**config.mk**
```make
export PLATFORM = sky130hd
export DESIGN_NAME = mem_req_arbiter
export DESIGN_NICKNAME = d
export VERILOG_FILES = /design/src/rtl/mem_req_arbiter_pkg.sv /design/src/rtl/mem_id_fifo.sv /design/src/rtl/mem_req_arbiter.sv
export SDC_FILE = /design/constraint.sdc
export NUM_CORES = 1
export LEC_CHECK = 0
export CAP_MARGIN = 15
export CORE_AREA = 2 2 317 319
export DETAILED_ROUTE_END_ITERATION = 16
export DIE_AREA = 0 0 319 321
export PLACE_DENSITY = 0.43
export SLEW_MARGIN = 20
export SYNTH_ARGS = -nofsm -noshare
export SYNTH_HDL_FRONTEND = slang
export SYNTH_SLANG_ARGS = --single-unit
```
**constraint.sdc**
```tcl
create_clock -name clk_i -period 5.7 [get_ports clk_i]
set_input_delay 0.855 -clock clk_i [delete_from_list [all_inputs] [get_ports clk_i]]
set_output_delay 0.855 -clock clk_i [all_outputs]
set_load 0.01 [all_outputs]
```
**src/rtl/mem_req_arbiter_pkg.sv**
```systemverilog
// Shared types and helpers for the N-to-1 memory request arbiter.
package mem_req_arbiter_pkg;

  typedef enum logic {
    IDLE   = 1'b0,
    LOCKED = 1'b1
  } lock_state_e;

  // Index width for n items; a single item still needs a 1-bit index.
  function automatic int unsigned idx_width(input int unsigned n);
    return (n > 1) ? $clog2(n) : 1;
  endfunction

endpackage

```
**src/rtl/mem_id_fifo.sv**
```systemverilog
// Circular FIFO of port indices for granted-but-unanswered transactions.
// Registered head only: a pushed entry becomes visible on the following cycle.
module mem_id_fifo
  import mem_req_arbiter_pkg::*;
#(
  parameter int unsigned WIDTH = 2,
  parameter int unsigned DEPTH = 4
) (
  input  logic                       clk_i,
  input  logic                       rst_ni,
  input  logic                       push_i,
  input  logic                       pop_i,
  input  logic [WIDTH-1:0]           data_i,
  output logic [WIDTH-1:0]           head_o,
  output logic                       full_o,
  output logic                       empty_o,
  output logic [$clog2(DEPTH+1)-1:0] count_o
);

  localparam int unsigned PW = idx_width(DEPTH);
  localparam int unsigned CW = $clog2(DEPTH + 1);

  typedef logic [PW-1:0] ptr_t;

  logic [WIDTH-1:0] mem_q [DEPTH];
  ptr_t             wr_ptr_q, wr_ptr_d;
  ptr_t             rd_ptr_q, rd_ptr_d;
  logic [CW-1:0]    count_q, count_d;
  logic             push_ok, pop_ok;

  function automatic ptr_t next_ptr(input ptr_t p);
    return (p == ptr_t'(DEPTH - 1)) ? '0 : p + ptr_t'(1);
  endfunction

  assign full_o  = (count_q == CW'(DEPTH));
  assign empty_o = (count_q == '0);
  assign count_o = count_q;
  assign head_o  = mem_q[rd_ptr_q];

  assign push_ok = push_i && !full_o;
  assign pop_ok  = pop_i && !empty_o;

  // NOTE: every variable gets a default before any condition so no latch is inferred.
  always_comb begin
    wr_ptr_d = wr_ptr_q;
    rd_ptr_d = rd_ptr_q;
    count_d  = count_q + CW'(push_ok) - CW'(pop_ok);
    if (push_ok) wr_ptr_d = next_ptr(wr_ptr_q);
    if (pop_ok)  rd_ptr_d = next_ptr(rd_ptr_q);
  end

  // NOTE: sequential state uses <= so every flop samples pre-edge values regardless of statement order.
  always_ff @(posedge clk_i or negedge rst_ni) begin
    if (!rst_ni) begin
      wr_ptr_q <= '0;
      rd_ptr_q <= '0;
      count_q  <= '0;
    end else begin
      wr_ptr_q <= wr_ptr_d;
      rd_ptr_q <= rd_ptr_d;
      count_q  <= count_d;
    end
  end

  // NOTE: storage is deliberately not reset; an entry is only read after it has been written.
  always_ff @(posedge clk_i) begin
    if (push_ok) mem_q[wr_ptr_q] <= data_i;
  end

endmodule

```
**src/rtl/mem_req_arbiter.sv**
```systemverilog
// Round-robin N-to-1 req/gnt/rvalid arbiter with grant lock under stall and
// in-order response routing through an ID queue.
module mem_req_arbiter
  import mem_req_arbiter_pkg::*;
#(
  parameter int unsigned NR_PORTS        = 3,
  parameter int unsigned ADDRESS_SIZE    = 64,
  parameter int unsigned DATA_WIDTH      = 64,
  parameter int unsigned MAX_OUTSTANDING = 4
) (
  input  logic                                 clk_i,
  input  logic                                 rst_ni,
  input  logic [ADDRESS_SIZE-1:0]              address_i     [NR_PORTS],
  input  logic [DATA_WIDTH-1:0]                data_wdata_i  [NR_PORTS],
  input  logic                                 data_req_i    [NR_PORTS],
  input  logic                                 data_we_i     [NR_PORTS],
  input  logic [DATA_WIDTH/8-1:0]              data_be_i     [NR_PORTS],
  output logic                                 data_gnt_o    [NR_PORTS],
  output logic                                 data_rvalid_o [NR_PORTS],
  output logic [DATA_WIDTH-1:0]                data_rdata_o  [NR_PORTS],
  output logic [ADDRESS_SIZE-1:0]              address_o,
  output logic [DATA_WIDTH-1:0]                data_wdata_o,
  output logic                                 data_req_o,
  output logic                                 data_we_o,
  output logic [DATA_WIDTH/8-1:0]              data_be_o,
  input  logic                                 data_gnt_i,
  input  logic                                 data_rvalid_i,
  input  logic [DATA_WIDTH-1:0]                data_rdata_i,
  output logic [$clog2(MAX_OUTSTANDING+1)-1:0] outstanding_o
);

  localparam int unsigned IW = idx_width(NR_PORTS);

  typedef logic [IW-1:0] port_idx_t;

  lock_state_e state_q, state_d;
  port_idx_t   rr_q, rr_d;
  port_idx_t   lock_idx_q, lock_idx_d;
  port_idx_t   sel, head;
  logic        sel_valid, full, empty, push, pop;

  // While locked the stalled port owns the bus; otherwise scan from rr_q.
  always_comb begin
    int unsigned cand;
    port_idx_t   c;
    cand      = 0;
    c         = '0;
    sel       = lock_idx_q;
    sel_valid = 1'b0;
    if (state_q == LOCKED) begin
      sel_valid = data_req_i[lock_idx_q];
    end else begin
      for (int unsigned i = 0; i < NR_PORTS; i++) begin
        cand = 32'(rr_q) + i;
        if (cand >= NR_PORTS) cand = cand - NR_PORTS;
        c = port_idx_t'(cand);
        if (!sel_valid && data_req_i[c]) begin
          sel       = c;
          sel_valid = 1'b1;
        end
      end
    end
  end

  always_comb begin
    address_o    = '0;
    data_wdata_o = '0;
    data_we_o    = 1'b0;
    data_be_o    = '0;
    if (sel_valid) begin
      address_o    = address_i[sel];
      data_wdata_o = data_wdata_i[sel];
      data_we_o    = data_we_i[sel];
      data_be_o    = data_be_i[sel];
    end
  end

  // Full gates the request even if a pop lands in the same cycle, keeping rvalid off the req path.
  assign data_req_o = sel_valid && !full;
  assign push       = data_req_o && data_gnt_i;
  assign pop        = data_rvalid_i;

  always_comb begin
    for (int unsigned p = 0; p < NR_PORTS; p++) begin
      data_gnt_o[p]    = push && (sel == port_idx_t'(p));
      data_rvalid_o[p] = data_rvalid_i && !empty && (head == port_idx_t'(p));
      data_rdata_o[p]  = data_rdata_i;
    end
  end

  always_comb begin
    state_d    = state_q;
    lock_idx_d = lock_idx_q;
    rr_d       = rr_q;
    case (state_q)
      IDLE: begin
        if (data_req_o && !data_gnt_i) begin
          state_d    = LOCKED;
          lock_idx_d = sel;
        end
      end
      LOCKED: begin
        if (data_gnt_i) state_d = IDLE;
      end
      default: state_d = IDLE;
    endcase
    if (push) rr_d = (sel == port_idx_t'(NR_PORTS - 1)) ? '0 : sel + port_idx_t'(1);
  end

  always_ff @(posedge clk_i or negedge rst_ni) begin
    if (!rst_ni) begin
      state_q    <= IDLE;
      lock_idx_q <= '0;
      rr_q       <= '0;
    end else begin
      state_q    <= state_d;
      lock_idx_q <= lock_idx_d;
      rr_q       <= rr_d;
    end
  end

  mem_id_fifo #(
    .WIDTH (IW),
    .DEPTH (MAX_OUTSTANDING)
  ) u_id_fifo (
    .clk_i   (clk_i),
    .rst_ni  (rst_ni),
    .push_i  (push),
    .pop_i   (pop),
    .data_i  (sel),
    .head_o  (head),
    .full_o  (full),
    .empty_o (empty),
    .count_o (outstanding_o)
  );

`ifndef SYNTHESIS
  always @(posedge clk_i) begin
    if (rst_ni) begin
      assert (!(state_q == LOCKED && !data_req_i[lock_idx_q]))
        else $error("locked port dropped its request before grant");
      assert (!(data_rvalid_i && empty))
        else $error("rvalid with no outstanding transaction");
    end
  end
`endif

endmodule

```
==> flow_summary.yaml <==
clock_network:
  cts_buffers: 3
  htree_num_levels: 1
  clkSinkCount: 20
  clock_latency_ns: 0.25
  cts_buffer_depth: 2
  clkTransAtPathRegs_ns: 0.06
  postCtsHoldBufs: 0
  cts_setup_buffers: 0
  cts-root-buf: "clkbuf_16"
  cts_tree: "yes"
  postCtsResizedCells: 0
setup_path:
  crit_path_max_incr_delay_ns: 0.65
  cp.arrival_ns: 4.37
  timing.rr.end: "u_id_fifo.count_o[2]"
  cp_slowest_cell: "clkdlybuf4s50_1"
  crit_fanout: 32
  r2r_cells: 12
  endpoint_kind: "output port"
  critPathMostFrequentCell: "clkdlybuf4s50_1"
  r2r-start: "rr_q[0]"
  reg2reg_setup_slack_ns: 2.91
  worstSetupPathType: "in -> out"
  start_kind: "primary input"
  cp_cell_sequence: "clkdlybuf4s50_1 > o21bai_1 > a32oi_1 > a21oi_1 > or2_4 > buf_12 > buf_4 > nand3_1 > a21boi_1 > clkdlybuf4s50_1"
  worst_ep_required_time_ns: 4.85
synth:
  synth_commonest_cells: "buf_4, nand3_1, mux2i_1, o22ai_1, a221o_1"
  synth_cell_types: 51
  syn_area_um2: 8830
  syn_avg_cell_area_um2: 7.62
  synthFlopType: "dfrtp_1"
  synth_nets: 1651
  yosysMostFrequentCell: "buf_4"
  yosysTopAreaCellShare_pct: 16.8
  synthMuxAreaShare_pct: 16.2
  synthTopCellsByArea: "buf_4, mux2i_1, a221o_1"
  synth_simple_gate_area_share_pct: 10.8
  synth_top_family_by_area: "compound AO/OA/AOI/OAI gates"
  ys_warn_count: 0
  synth_largest_area_cell: "buf_4"
  synth_compound_area_share_pct: 39.8
  synth-edff-count: 8
  synth_adder_area_share_pct: 1.50
  syn_inst: 1159
  synth_seq_cells: 20
  yosysSeqAreaShare_pct: 6.12
  async_flop_share_pct: 60.0
  synth_xor_area_share_pct: 0.198
placed_design:
  gp_congestion: 0.768
  dpl.hpwl_um: 45400
  post-place-ws_ns: 0.426
  place.port_buffers: 564
sta:
  rsz0062_at_grt: "false"
  setup_viol: 0
  drv_slew: 0
  setup_tns_ns: 0
  tightest_slew_ns: 0.767
  period_share_pct: 91.6
  clock-skew-final_ns: 0.00285
  hold_violations: 0
  timing.final.ws_setup_ns: 0.477
  holdWs_ns: 0.562
  max_slew_margin_pct: 48.9
  clock.fmax_mhz: 191
  fin_crit_ns: 5.22
worst_hold_path:
  holdPathEnd: "rr_q[1]"
  min_from: "rr_q[1]"
  whs_path_depth: 2
  hold_path_class: "reg -> reg"
die:
  die_y_um: 321
  die_area_um2: 102000
  core_um2: 99300
  initial_core_util_pct: 8.89
  rows: 116
  die_x_um: 319
  top_level_ports: 821
global_route:
  grt_overflow: 0
  grt_pass1_vias: 10500
  grt.total_usage_pct: 10.2
  antenna_found_initial: 10
  grt_pass1_wl_um: 78200
  grt_max_degree: 73
layout:
  n_fill_cell: 11400
  area_delta_synth_final_pct: 65.8
  drive_gt1_share_pct: 5.04
  nets: 1940
pwr:
  power_leakage_uw: 0.00506
  vdd_ir_drop_max_mv: 0.349
  powerDensity_nw_per_um2: 696
routing:
  drcViolationCount: 0
  routed_wl_um: 56700
  dr_total_vias: 10600
  dr.pass1.iters: 5
  vias_per_cell: 3.88
  drtIter0Drc: 611
  drt.antenna.violating_nets: 0
  wire_per_inst_um: 20.6
status:
  status: "finished clean"
job:
  max_cap_viol_count: 0
metal layers:
metal / global-route usage (%) / vias up / share of wire [%]
met3: 3.11 / 95 / 8.9
met1: 13.2 / 5075 / 43
li1: - / 4926 / -
met4: 2.41 / 8 / 2.4
met2: 16.6 / 539 / 46
met5: 0 / - / 0.088
critical path: cells and delay by family:
| family | cells | cell delay, ns |
|---|---|---|
| buffers and inverters | 4 | 1.81 |
| AOI/OAI and AO/OA | 4 | 1.02 |
| and+or+nand+nor | 2 | 0.63 |
layout make-up:
| cell class | instances | area [um2] | share of cell area [%] |
|---|---|---|---|
| timing repair buffer | 621 | 6260 | 42.8 |
| inverter | 14 | 57.6 | 0.393 |
| antenna | 1 | 2.50 | 0.0171 |
| sequential | 20 | 544 | 3.72 |
| clock buffer | 4 | 78.8 | 0.539 |
| tap | 1298 | 1620 | 11.1 |
| multi-input combinational | 788 | 6070 | 41.5 |
through the flow:
stage | utilization (%) | power (uW) | cell area (um2) | cells
2_1_floorplan | - | 5580 | 8830 | 1159
3_3_place_gp | 14.7 | 10300 | 14600 | 2741
3_5_place_dp | 14.7 | 10200 | 14600 | 2741
4_1_cts | 14.7 | 10400 | 14600 | 2745
5_1_grt | 14.7 | 10900 | 14600 | 2746
6_report | 14.7 | 10200 | 14600 | 2746
registers in the layout, indices dropped and copies added (netlist names):
| signal | flops |
|---|---|
| lock_idx_q | 2 |
| rr_q | 2 |
| state_q | 1 |
| u_id_fifo.rd_ptr_q | 2 |
| u_id_fifo.count_o | 3 |
| u_id_fifo.mem_q | 8 |
| u_id_fifo.wr_ptr_q | 2 |
cell usage in the layout, fill, tap and decap left out, types with 13 or more instances in the layout:
master and instances:
mux2i_1 138, buf_4 42, nand2_1 18, a21boi_1 130
clkdlybuf4s50_1 564, nand3_1 140, inv_1 13, buf_12 15
a221o_1 137, o22ai_1 138
logic make-up after synthesis:
group | Yosys count
adder cells (fa/ha/maj) | 10
buffers and inverters | 351
multiplexers | 140
XOR/XNOR | 2
AND/OR/NAND/NOR | 190
AO/OA/AOI/OAI | 446
flip-flops | 20
how the worst max path moves through the flow:
stage | start | to | slack, ns | cells past startpoint
6_report | data_req_i[1] | data_wdata_o[2] | 0.48 | 10
5_1_grt | data_req_i[1] | data_wdata_o[2] | 0.26 | 10
4_1_cts | data_req_i[1] | data_wdata_o[2] | 0.42 | 10
3_5_place_dp | data_req_i[1] | data_wdata_o[2] | 0.43 | 10
3_3_place_gp | data_req_i[0] | data_wdata_o[2] | 0.40 | 10
2_1_floorplan | data_req_i[1] | address_o[13] | 2.33 | 9
power by group:
group | leakage (uW) | switching (uW) | internal [uW]
clock | 0.0000382 | 53.5 | 95.2
sequential | 0.000218 | 72.8 | 229
combinational | 0.00481 | 5230 | 4510
total | 0.00506 | 5350 | 4830
Power figures use the tool's default switching activity.
